**src/rtl/rom_arbiter.sv**
```systemverilog
// Arbitrates main- and sound-CPU ROM reads onto one shared memory port (round-robin on ties).
// Optional ack timeout is built only when the ROM_ARB_TMO_EN macro is defined.
module rom_arbiter #(
  parameter logic [23:0] SND_BASE   = 24'h080000,
  parameter int unsigned TMO_CYCLES = 255
) (
  input  logic        clk,
  input  logic        reset_n,
  input  logic        p_rom_cs,
  input  logic        p_as_n,
  input  logic [18:0] p_addr,
  input  logic        s_rom_cs,
  input  logic        s_as_n,
  input  logic [15:0] s_addr,
  output logic        mem_req,
  output logic [23:0] mem_addr,
  input  logic        mem_ack,
  input  logic [15:0] mem_data,
  output logic [15:0] p_dout,
  output logic [15:0] s_dout,
  output logic        p_dtack_n,
  output logic        s_dtack_n,
  output logic        tmo_err
);

  typedef enum logic [2:0] {IDLE, P_BUSY, S_BUSY, P_HOLD, S_HOLD} state_e;

  state_e      state_q, state_d;
  logic        p_served_q, p_served_d;
  logic        s_served_q, s_served_d;
  logic        last_s_q, last_s_d;
  logic        abort_q, abort_d;
  logic [23:0] mem_addr_q, mem_addr_d;
  logic [15:0] p_dout_q, p_dout_d;
  logic [15:0] s_dout_q, s_dout_d;

  logic p_pend, s_pend, grant_p, grant_s;
  logic busy, cur_as_n, aborted, done, tmo_hit;

  assign p_pend   = p_rom_cs & ~p_as_n & ~p_served_q;
  assign s_pend   = s_rom_cs & ~s_as_n & ~s_served_q;
  assign busy     = (state_q == P_BUSY) || (state_q == S_BUSY);
  assign cur_as_n = (state_q == P_BUSY) ? p_as_n : s_as_n;
  // Once the granted CPU drops its strobe, the bus cycle is abandoned even if it re-strobes.
  assign aborted  = abort_q | cur_as_n;
  assign done     = busy & (mem_ack | tmo_hit);
  assign grant_p  = (state_q == IDLE) & p_pend & (~s_pend | last_s_q);
  assign grant_s  = (state_q == IDLE) & s_pend & ~grant_p;

`ifdef ROM_ARB_TMO_EN
  logic [7:0] tmo_cnt_q, tmo_cnt_d;
  logic       tmo_err_q, tmo_err_d;

  assign tmo_hit   = busy & ~mem_ack & (tmo_cnt_q == 8'(TMO_CYCLES - 1));
  assign tmo_cnt_d = (busy & ~done) ? tmo_cnt_q + 8'd1 : 8'd0;
  assign tmo_err_d = tmo_hit;
  assign tmo_err   = tmo_err_q;

  always_ff @(posedge clk) begin
    if (!reset_n) begin
      tmo_cnt_q <= 8'd0;
      tmo_err_q <= 1'b0;
    end else begin
      tmo_cnt_q <= tmo_cnt_d;
      tmo_err_q <= tmo_err_d;
    end
  end
`else
  assign tmo_hit = 1'b0;
  assign tmo_err = 1'b0;
`endif

  // State register
  always_ff @(posedge clk) begin
    if (!reset_n) state_q <= IDLE;
    // NOTE: sequential state uses <= so every register samples pre-edge values.
    else          state_q <= state_d;
  end

  // Next-state logic
  always_comb begin
    // NOTE: default first so no path leaves state_d unassigned (no latch).
    state_d = state_q;
    unique case (state_q)
      IDLE: begin
        if (grant_p)      state_d = P_BUSY;
        else if (grant_s) state_d = S_BUSY;
      end
      P_BUSY: if (done) state_d = aborted ? IDLE : P_HOLD;
      S_BUSY: if (done) state_d = aborted ? IDLE : S_HOLD;
      P_HOLD: if (p_as_n) state_d = IDLE;
      S_HOLD: if (s_as_n) state_d = IDLE;
      default: state_d = IDLE;
    endcase
  end

  // Outputs
  always_comb begin
    mem_req   = busy;
    p_dtack_n = (state_q != P_HOLD);
    s_dtack_n = (state_q != S_HOLD);
  end

  assign mem_addr = mem_addr_q;
  assign p_dout   = p_dout_q;
  assign s_dout   = s_dout_q;

  // Datapath and bookkeeping next-state
  always_comb begin
    p_served_d = p_served_q;
    s_served_d = s_served_q;
    last_s_d   = last_s_q;
    abort_d    = busy & ~done & aborted;
    mem_addr_d = mem_addr_q;
    p_dout_d   = p_dout_q;
    s_dout_d   = s_dout_q;

    if (grant_p)      mem_addr_d = {4'h0, p_addr, 1'b0};
    else if (grant_s) mem_addr_d = SND_BASE + {7'h0, s_addr, 1'b0};

    if (done) begin
      last_s_d = (state_q == S_BUSY);
      if (state_q == P_BUSY) begin
        p_dout_d = mem_ack ? mem_data : 16'hFFFF;
        if (!aborted) p_served_d = 1'b1;
      end else begin
        s_dout_d = mem_ack ? mem_data : 16'hFFFF;
        if (!aborted) s_served_d = 1'b1;
      end
    end

    if (p_as_n) p_served_d = 1'b0;
    if (s_as_n) s_served_d = 1'b0;
  end

  always_ff @(posedge clk) begin
    if (!reset_n) begin
      p_served_q <= 1'b0;
      s_served_q <= 1'b0;
      last_s_q   <= 1'b1;
      abort_q    <= 1'b0;
      mem_addr_q <= 24'h0;
      p_dout_q   <= 16'h0;
      s_dout_q   <= 16'h0;
    end else begin
      p_served_q <= p_served_d;
      s_served_q <= s_served_d;
      last_s_q   <= last_s_d;
      abort_q    <= abort_d;
      mem_addr_q <= mem_addr_d;
      p_dout_q   <= p_dout_d;
      s_dout_q   <= s_dout_d;
    end
  end

endmodule

```
**config.mk**
```make
export PLATFORM = sky130hd
export DESIGN_NAME = rom_arbiter
export DESIGN_NICKNAME = d
export VERILOG_FILES = /design/src/rtl/rom_arbiter.sv
export SDC_FILE = /design/constraint.sdc
export NUM_CORES = 1
export LEC_CHECK = 0
export ABC_AREA = 1
export BUFFER_PORTS_ARGS = -buffer_cell sky130_fd_sc_hd__buf_2
export CAP_MARGIN = 40
export CORE_MARGIN = 2
export CORE_UTILIZATION = 49
export DETAILED_ROUTE_END_ITERATION = 6
export PLACE_DENSITY = 0.95
export SETUP_SLACK_MARGIN = 0.1
export SYNTH_ARGS = -nofsm -noshare
export SYNTH_HDL_FRONTEND = slang
export SYNTH_SLANG_ARGS = --single-unit
```
**constraint.sdc**
```tcl
create_clock -name clk -period 2.29 [get_ports clk]
set_input_delay 0.458 -clock clk [delete_from_list [all_inputs] [get_ports clk]]
set_output_delay 0.458 -clock clk [all_outputs]
set_load 0.01 [all_outputs]
```
* Word-level counts from Yosys, hierarchy flattened *
Cells that the tools add are included.

word-level totals
  latch bits = 0
  word-level logic and storage cells = 68
  memory bits (read-only) = 0
  output and inout port bits = 60
  memories kept = 0
  register bits = 60
  RAM bits = 0
  input bits = 58

operators by class
  add/subtract/negate cells = 1
  reduce and logical (&&, ||, !) cells = 11
  shift operators = 0
  bitwise logic cells = 23
  div/mod/pow operators = 0
  multiplexer cells = 13
  magnitude comparators = 0
  eq/ne operators = 11
  multiply operators = 0

operators with widths
  kind                    count
  $mux 20                 2
  $add 20x17->21 const A  1
  $mux 3                  7
  $mux 16                 1
  $pmux 3 s5              1
  $and 1x1->1             11
  $not 1->1               10
  $ne 2x2->1 const B      4
  $eq 3x2->1 const B      2
  $ne 3x3->1 const B      2
  $reduce_and 3->1        2
  $reduce_or 2->1         3
  $reduce_and 5->1        1
  $reduce_and 2->1        2
  $eq 3x1->1 const B      1
  $eq 3x3->1 const B      1
  $logic_not 3->1         1
  $ne 3x2->1 const B      1
  $mux 2                  1
  $or 1x1->1              2
  $reduce_bool 2->1       1
  $logic_or 1x1->1        1
  $mux 1                  1

* Depth between registers and ports, before layout *
Gate-level depths: netlist of the first run.

  word-level depth = 11
  depth in mapped cells = 9
  depth with buffers taken out = 8

* Worst setup path after synthesis of the first run *
Ideal clock, no wire load.

  path kind = input-to-reg
  from = in mem_ack
  to = reg s_dout_q[0], in the netlist s_dout[0]
  required time = 2.174 ns
  path slack = 0.886 ns
  setup time = 0.116 ns
  buffers on the path = 2
  arrival time = 1.288 ns
  cell stages on the path = 7
  path through = buf_2 -> inv_1 -> nor2_4 -> inv_2 -> buf_4 -> nor2_1 -> nor2_1

between the ends
  longest elaborated chain between the ends = 2
  elaborated cells on any way between the ends = 3
  those cells by class = mux (1); bitwise (1); reduce/logical (1)

RTL lines
  element                            RTL line  text
  start, declared                    17        input logic mem_ack,
  $and 1x1->1                        46        assign done = busy & (mem_ack | tmo_hit);
  $reduce_and 2->1 (no source line)  --
  end signal, assigned               152       s_dout_q <= s_dout_d;
  end, declared                      35        logic [15:0] s_dout_q, s_dout_d;

Parallel ways exist; a longest one is shown, timed or not.
A chain may end at the register's enable or synchronous reset.

* Worst setup path in the final report of the first run *
  from = reg state_q[2]
  to = out mem_req

between the ends
  longest elaborated chain between the ends = 2
  elaborated cells on any way between the ends = 3
  those cells by class = eq/ne (2); reduce/logical (1)

RTL lines
  element                                          RTL line  text
  start, declared                                  28        state_e state_q, state_d;
  start signal, assigned                           77        else state_q <= state_d;
  $eq 3x1->1 / $eq 3x2->1 (equally long branches)  42        assign busy = (state_q == P_BUSY) || (state_q == S_BUSY);
  $logic_or 1x1->1 (*)                             42
  end, declared                                    15        output logic mem_req,

Mark *: on every way between the ends. The rest lies on a longest branch, timed or not.

==> results of run 1 <==
[through the flow]
stage / hold slack [ps] / setup WS, ps
after detailed placement: 445.2 / 697.1
after global routing: 310.1 / 404.0
final: 310.3 / 489.4
after global placement: 438.8 / 724.1
after CTS: 303.7 / 502.6
after floorplan: 425.6 / 885.9
[routing by layer]
metal,GRT usage (%),vias to the layer above,wire (µm)
met3,5.962,14,401
met1,29.26,1211,2788
met2,38.35,118,3388
met4,11.11,0,132
li1,-,1268,-
met5,0,-,0
[state kept, by name (all words and copies together) (netlist names)]
register / cells
p_served_q: 1
p_dout: 16
abort_q: 1
s_served_q: 1
s_dout: 16
state_q: 3
last_s_q: 1
mem_addr: 19
[cells by family after synthesis]
group | share of synthesized area, %
AND/OR/NAND/NOR | 23.90
AO/OA/AOI/OAI | 19.01
flip-flops | 47.81
buffers and inverters | 9.119
other | 0.1544
[power breakdown]
part | switching (µW) | internal (µW) | total [µW] | leakage (µW)
Clock | 388 | 523 | 911 | 0.0000962
Combinational | 584 | 321 | 905 | 0.000986
Sequential | 99.9 | 1180 | 1280 | 0.000473
Total | 1070 | 2030 | 3100 | 0.00156
[worst max-delay path by stage]
stage,to,slack (ps),cells after the start,startpoint
2_1_floorplan,s_dout[0],890,7,mem_ack
3_3_place_gp,mem_addr[15],720,8,s_as_n
3_5_place_dp,mem_addr[3],700,8,s_as_n
4_1_cts,mem_req,500,4,state_q[2]
5_1_grt,mem_req,400,4,state_q[2]
6_report,mem_req,490,4,state_q[2]
[placed cells by master, fill, tap and decap left out, drive strengths merged]
| cell type | netlist | routed |
|---|---|---|
| o21ai | 35 | 35 |
| nand3 | 28 | 28 |
| dfxtp | 58 | 58 |
| nor2 | 45 | 45 |
| nor3 | 1 | 1 |
| conb | 1 | 6 |
| nand2 | 61 | 61 |
| buf | 16 | 115 |
| a21oi | 55 | 55 |
| clkinv | 0 | 2 |
| bufinv | 0 | 1 |
| clkbuf | 7 | 12 |
| inv | 16 | 16 |
[area by class of cell]
class,instances,share of cell area [%]
clock inverters,3,1.275
multi-input cells,231,33.90
well taps,67,2.669
repair buffers,115,18.65
inverters,16,1.912
flip-flops and latches,58,36.97
clock buffers,12,4.622
==> impl_metrics.py, run 1 <==
metrics = {
    "critical_path": {
        "max_stage_delay_ps": 460,
        "path_buf_inv": 2,
        "critPathKind": "flop to output pin",
        "r2r_start": "state_q[2]",
        "crit_path_end_kind": "output pin",
        "worstPathArrival_ps": 1340,
        "cp.required_ps": 1830,
        "r2r_slack_ps": 720,
        "critPathMaxFanout": 6,
        "ff2ff_path_depth": 7,
        "path_cells": "inv_1 -> nand3_1 -> nand2_1 -> buf_2",
        "critPathLaunchType": "flop",
        "r2r-end": "p_served_q",
        "slowest_stage": "dfxtp_1",
        "crit_family": "flip-flops",
    },
    "synthesis": {
        "synth_top_area_share_pct": 47.81,
        "netlist-cell-type-count": 23,
        "synth_commonest_cells": "58 x dfxtp_1, 58 x nand2_1, 52 x a21oi_1, 43 x nor2_1, 33 x o21ai_0",
        "synth_seq_cells": 58,
        "yosysWarnings": 0,
        "yosysSeqAreaShare_pct": 47.81,
        "synth_ff_type": "dfxtp_1",
        "async_flop_share_pct": 0,
        "synth-edff-count": 0,
        "synth.area.top_cells": "dfxtp_1 48%, a21oi_1 11%, nand2_1 9.0%",
        "netlist_area_um2": 2429,
        "syn_inst": 323,
        "synth_largest_area_cell": "dfxtp_1",
        "synth_area_per_cell_um2": 7.519,
    },
    "timing": {
        "finalSetupViolCount": 0,
        "finalCriticalPeriod_ps": 1801,
        "rsz0062_at_grt": "no",
        "fin_crit_sh_pct": 78.63,
        "finalMaxSlewViolations": 0,
        "tns_ps": 0,
        "hold_violations": 0,
        "max_freq_mhz": 555.4,
        "finalClockSkew_ps": 8.889,
    },
    "grt": {
        "grt_max_degree": 37,
        "antenna_found_initial": 0,
        "grt_usage_pct": 23.55,
        "overflow": 0,
        "grt_pass1_vias": 2216,
        "grt_pass1_wl_um": 9929,
    },
    "clock_network": {
        "h-tree-depth": 3,
        "post_cts_buffers": 0,
        "cts.sinks": 58,
        "tritoncts": "yes",
        "insertion_delay_ps": 340,
        "ctsResizeCount": 0,
        "cts_root_buf": "clkbuf_8",
        "cts-buffers-inserted": 9,
        "cts_hold_buf": 0,
        "clockBufferDepth": 2,
        "clk_pin_slew_ps": 60,
    },
    "placement": {
        "place.gp.congestion": 0.9491,
        "dp_hpwl_um": 4471,
        "dpl.cell_count": 487,
        "io_buffers": 111,
        "postPlaceCellArea_um2": 2955,
    },
    "floorplanning": {
        "die_w_um": 74.40,
        "io_pins": 118,
        "die_area_um2": 5535,
        "die_h_um": 74.40,
        "initial_core_util_pct": 51.08,
        "num_rows": 25,
        "core_um2": 4755,
    },
    "pwr": {
        "finalPower_uw": 3099,
        "cellPowerDensity_nw_per_um2": 986.7,
        "p_leak_uw": 0.001555,
        "vdd_drop_max_mv": 0.4771,
    },
    "layout": {
        "antenna_cells": 0,
        "synthToLayoutAreaGrowth_pct": 29.31,
        "drive_gt1_share_pct": 32.64,
        "nFillCells": 408,
        "final_nets": 489,
        "multi_input_area_um2": 1065,
        "design_area_um2": 3141,
        "fin_util_pct": 66.05,
        "regArea_um2": 1161,
        "final_cells": 502,
    },
    "drt": {
        "drt-initial-drc-count": 198,
        "drtAntennaViolNets": 0,
        "wl_um": 6710,
        "remaining_drc_errors": 0,
        "first_pass_iters": 5,
        "vias": 2611,
        "via_per_inst": 5.201,
        "wire_per_inst_um": 13.37,
    },
    "worst_hold_path": {
        "hp-start": "p_as_n",
        "worstHoldPathType": "input pin to flop",
        "min_to": "p_served_q",
        "hold-path-cell-count": 2,
    },
    "job": {
        "maxCapViolCount": 0,
    },
    "run_status": {
        "status": "finished, final reports clean",
    },
}
No activity file was read; power rests on OpenSTA's default activity.
==> inputs of run 2 (changes only) <==
--- a/config.mk
+++ b/config.mk
@@ -9,9 +9,9 @@
 export BUFFER_PORTS_ARGS = -buffer_cell sky130_fd_sc_hd__buf_2
 export CAP_MARGIN = 40
 export CORE_MARGIN = 2
-export CORE_UTILIZATION = 49
+export CORE_UTILIZATION = 46
 export DETAILED_ROUTE_END_ITERATION = 6
-export PLACE_DENSITY = 0.95
+export PLACE_DENSITY = 0.91
 export SETUP_SLACK_MARGIN = 0.1
 export SYNTH_ARGS = -nofsm -noshare
 export SYNTH_HDL_FRONTEND = slang
==> constraint.sdc (replaced) <==
create_clock -name clk -period 1.7 [get_ports clk]
set_input_delay 0.34 -clock clk [delete_from_list [all_inputs] [get_ports clk]]
set_output_delay 0.34 -clock clk [all_outputs]
set_load 0.01 [all_outputs]
==> run 2 against run 1 <==
  * Final cell count increased by 1.8%
  * Sequential cell count unchanged
  * Setup slack got worse by 330 ps
  * Total power increased by 32%
  * Sequential share of layout area decreased by 0.39 points
  * Die area increased by 6.2%
  * Count of clock-buffer cells in the layout decreased by 2
  * Utilization decreased by 3.8 points
  * Critical path depth unchanged
  * Clock power increased by 23%
  * Combinational power increased by 38%
==> impl_metrics.py, run 2 (synthesis results as in run 1) <==
metrics = {
    "timing": {
        "finalClockSkew_ps": 5.354,
        "worst_slack_ps": 155.8,
        "fin_crit_sh_pct": 90.83,
        "finalMaxSlewViolations": 0,
        "finalSetupViolCount": 0,
        "max_freq_mhz": 647.6,
        "rsz0062_at_grt": "yes",
        "tns_ps": 0,
        "finalCriticalPeriod_ps": 1544,
        "hold_violations": 0,
    },
    "layout": {
        "regArea_um2": 1164,
        "synthToLayoutAreaGrowth_pct": 30.96,
        "layout_common_cells": "111 x buf_2, 58 x nand2_1, 56 x dfxtp_1",
        "drive_gt1_share_pct": 34.47,
        "fin_util_pct": 62.27,
        "nFillCells": 435,
        "multi_input_area_um2": 1065,
        "final_nets": 494,
        "largest_reg_flops": 19,
        "antenna_cells": 0,
        "layout_commonest_cell": "buf_2",
    },
    "critical_path": {
        "cp.required_ps": 1360,
        "path_buf_inv": 1,
        "critPathMaxFanout": 6,
        "critPathKind": "flop to output pin",
        "worstPathArrival_ps": 1200,
        "critPathLaunchType": "flop",
        "crit_top_cell": "nand2_1",
        "crit_path_end_kind": "output pin",
        "max_stage_delay_ps": 360,
        "crit_family": "simple AND/OR/NAND/NOR gates",
        "path_cells": "nor2_1 -> nand2_1 -> nand2_1 -> buf_2",
        "slowest_stage": "dfxtp_2",
    },
    "drt": {
        "drt-initial-drc-count": 167,
        "wl_um": 6595,
        "drtAntennaViolNets": 0,
        "first_pass_iters": 5,
        "remaining_drc_errors": 0,
        "via_per_inst": 5.063,
        "wire_per_inst_um": 12.91,
        "vias": 2587,
    },
    "clock_network": {
        "clk_pin_slew_ps": 70,
        "clockBufferDepth": 2,
        "cts.sinks": 58,
        "post_cts_buffers": 0,
        "cts-buffers-inserted": 9,
        "tritoncts": "yes",
        "cts_hold_buf": 0,
        "cts_root_buf": "clkbuf_8",
        "insertion_delay_ps": 320,
        "h-tree-depth": 3,
    },
    "grt": {
        "grt_usage_pct": 22.44,
        "overflow": 0,
        "grt_max_degree": 26,
        "antenna_found_initial": 0,
        "grt_pass1_wl_um": 10780,
        "grt_pass1_vias": 2507,
    },
    "placement": {
        "dp_slack_ps": 167.6,
        "dp_hpwl_um": 4677,
        "io_buffers": 111,
        "place.gp.congestion": 0.8819,
    },
    "job": {
        "maxCapViolCount": 0,
    },
    "pwr": {
        "p_leak_uw": 0.001560,
        "cellPowerDensity_nw_per_um2": 1287,
        "vdd_drop_max_mv": 0.7069,
    },
    "floorplanning": {
        "initial_core_util_pct": 47.55,
        "die_h_um": 76.66,
        "num_rows": 26,
        "io_pins": 118,
        "core_um2": 5107,
        "die_w_um": 76.66,
        "die_area_um2": 5877,
    },
    "run_status": {
        "status": "finished, final reports clean",
    },
    "worst_hold_path": {
        "worstHoldPathType": "input pin to flop",
    },
}
## run 2: changes by cell type in the layout (fill, tap and decap cells not counted), sizes merged
cell	change
buf	+5
bufinv	-1
clkbuf	-2
clkinvlp	+5
inv	-1
## run 2: routing by layer
metal	up-vias	wire (µm)	part of all wire [%]	GRT usage (%)
li1	1277	-	-	-
met1	1177	2668	40	25.54
met2	121	3340	51	39.56
met3	12	485	7.4	4.353
met4	0	101	1.5	11.82
met5	-	0	0	0
## run 2: path summary, 6_finish.rpt
kind                                 start     endpoint  slack (ps)  cells past startpoint
worst max-delay path            state_q[2]      mem_req         160                      4
worst min-delay path                p_as_n   p_served_q         200                      2
worst max register to register  state_q[1]  mem_addr[4]         280                      7
worst min register to register    last_s_q     last_s_q         460                      2
## run 2: timing repair
| action | in CTS | in global routing |
|---|---|---|
| gates resized for setup | 1 | 2 |
| endpoints found under the hold margin | 0 | 0 |
| endpoints found under the setup margin | 1 | 2 |
| pin swaps | 0 | 0 |
## run 2: through the flow
step | hold WS [ps] | instance area [µm²] | instances | total power, µW
final | 198.9 | 3181 | 511 | 4092
after global routing | 195.6 | 3181 | 511 | 4355
after CTS | 183.5 | 3178 | 511 | 4107
after detailed placement | 445.1 | 2997 | 495 | 2982
after global placement | 434.6 | 2997 | 495 | 2945
after floorplan | 412.4 | 2447 | 328 | 2566
## run 2: cell type report
| class | instances | area share (%) |
|---|---|---|
| Sequential cell | 58 | 36.59 |
| Tap cell | 70 | 2.754 |
| Inverter | 16 | 1.928 |
| Clock buffer | 10 | 4.327 |
| Timing Repair Buffer | 120 | 19.59 |
| Multi-Input combinational cell | 231 | 33.48 |
| Clock inverter | 6 | 1.338 |
## run 2: where the power goes
part	switching [µW]	internal (µW)	total, µW
registers	129	1590	1720
logic	789	462	1250
clock network	554	564	1120
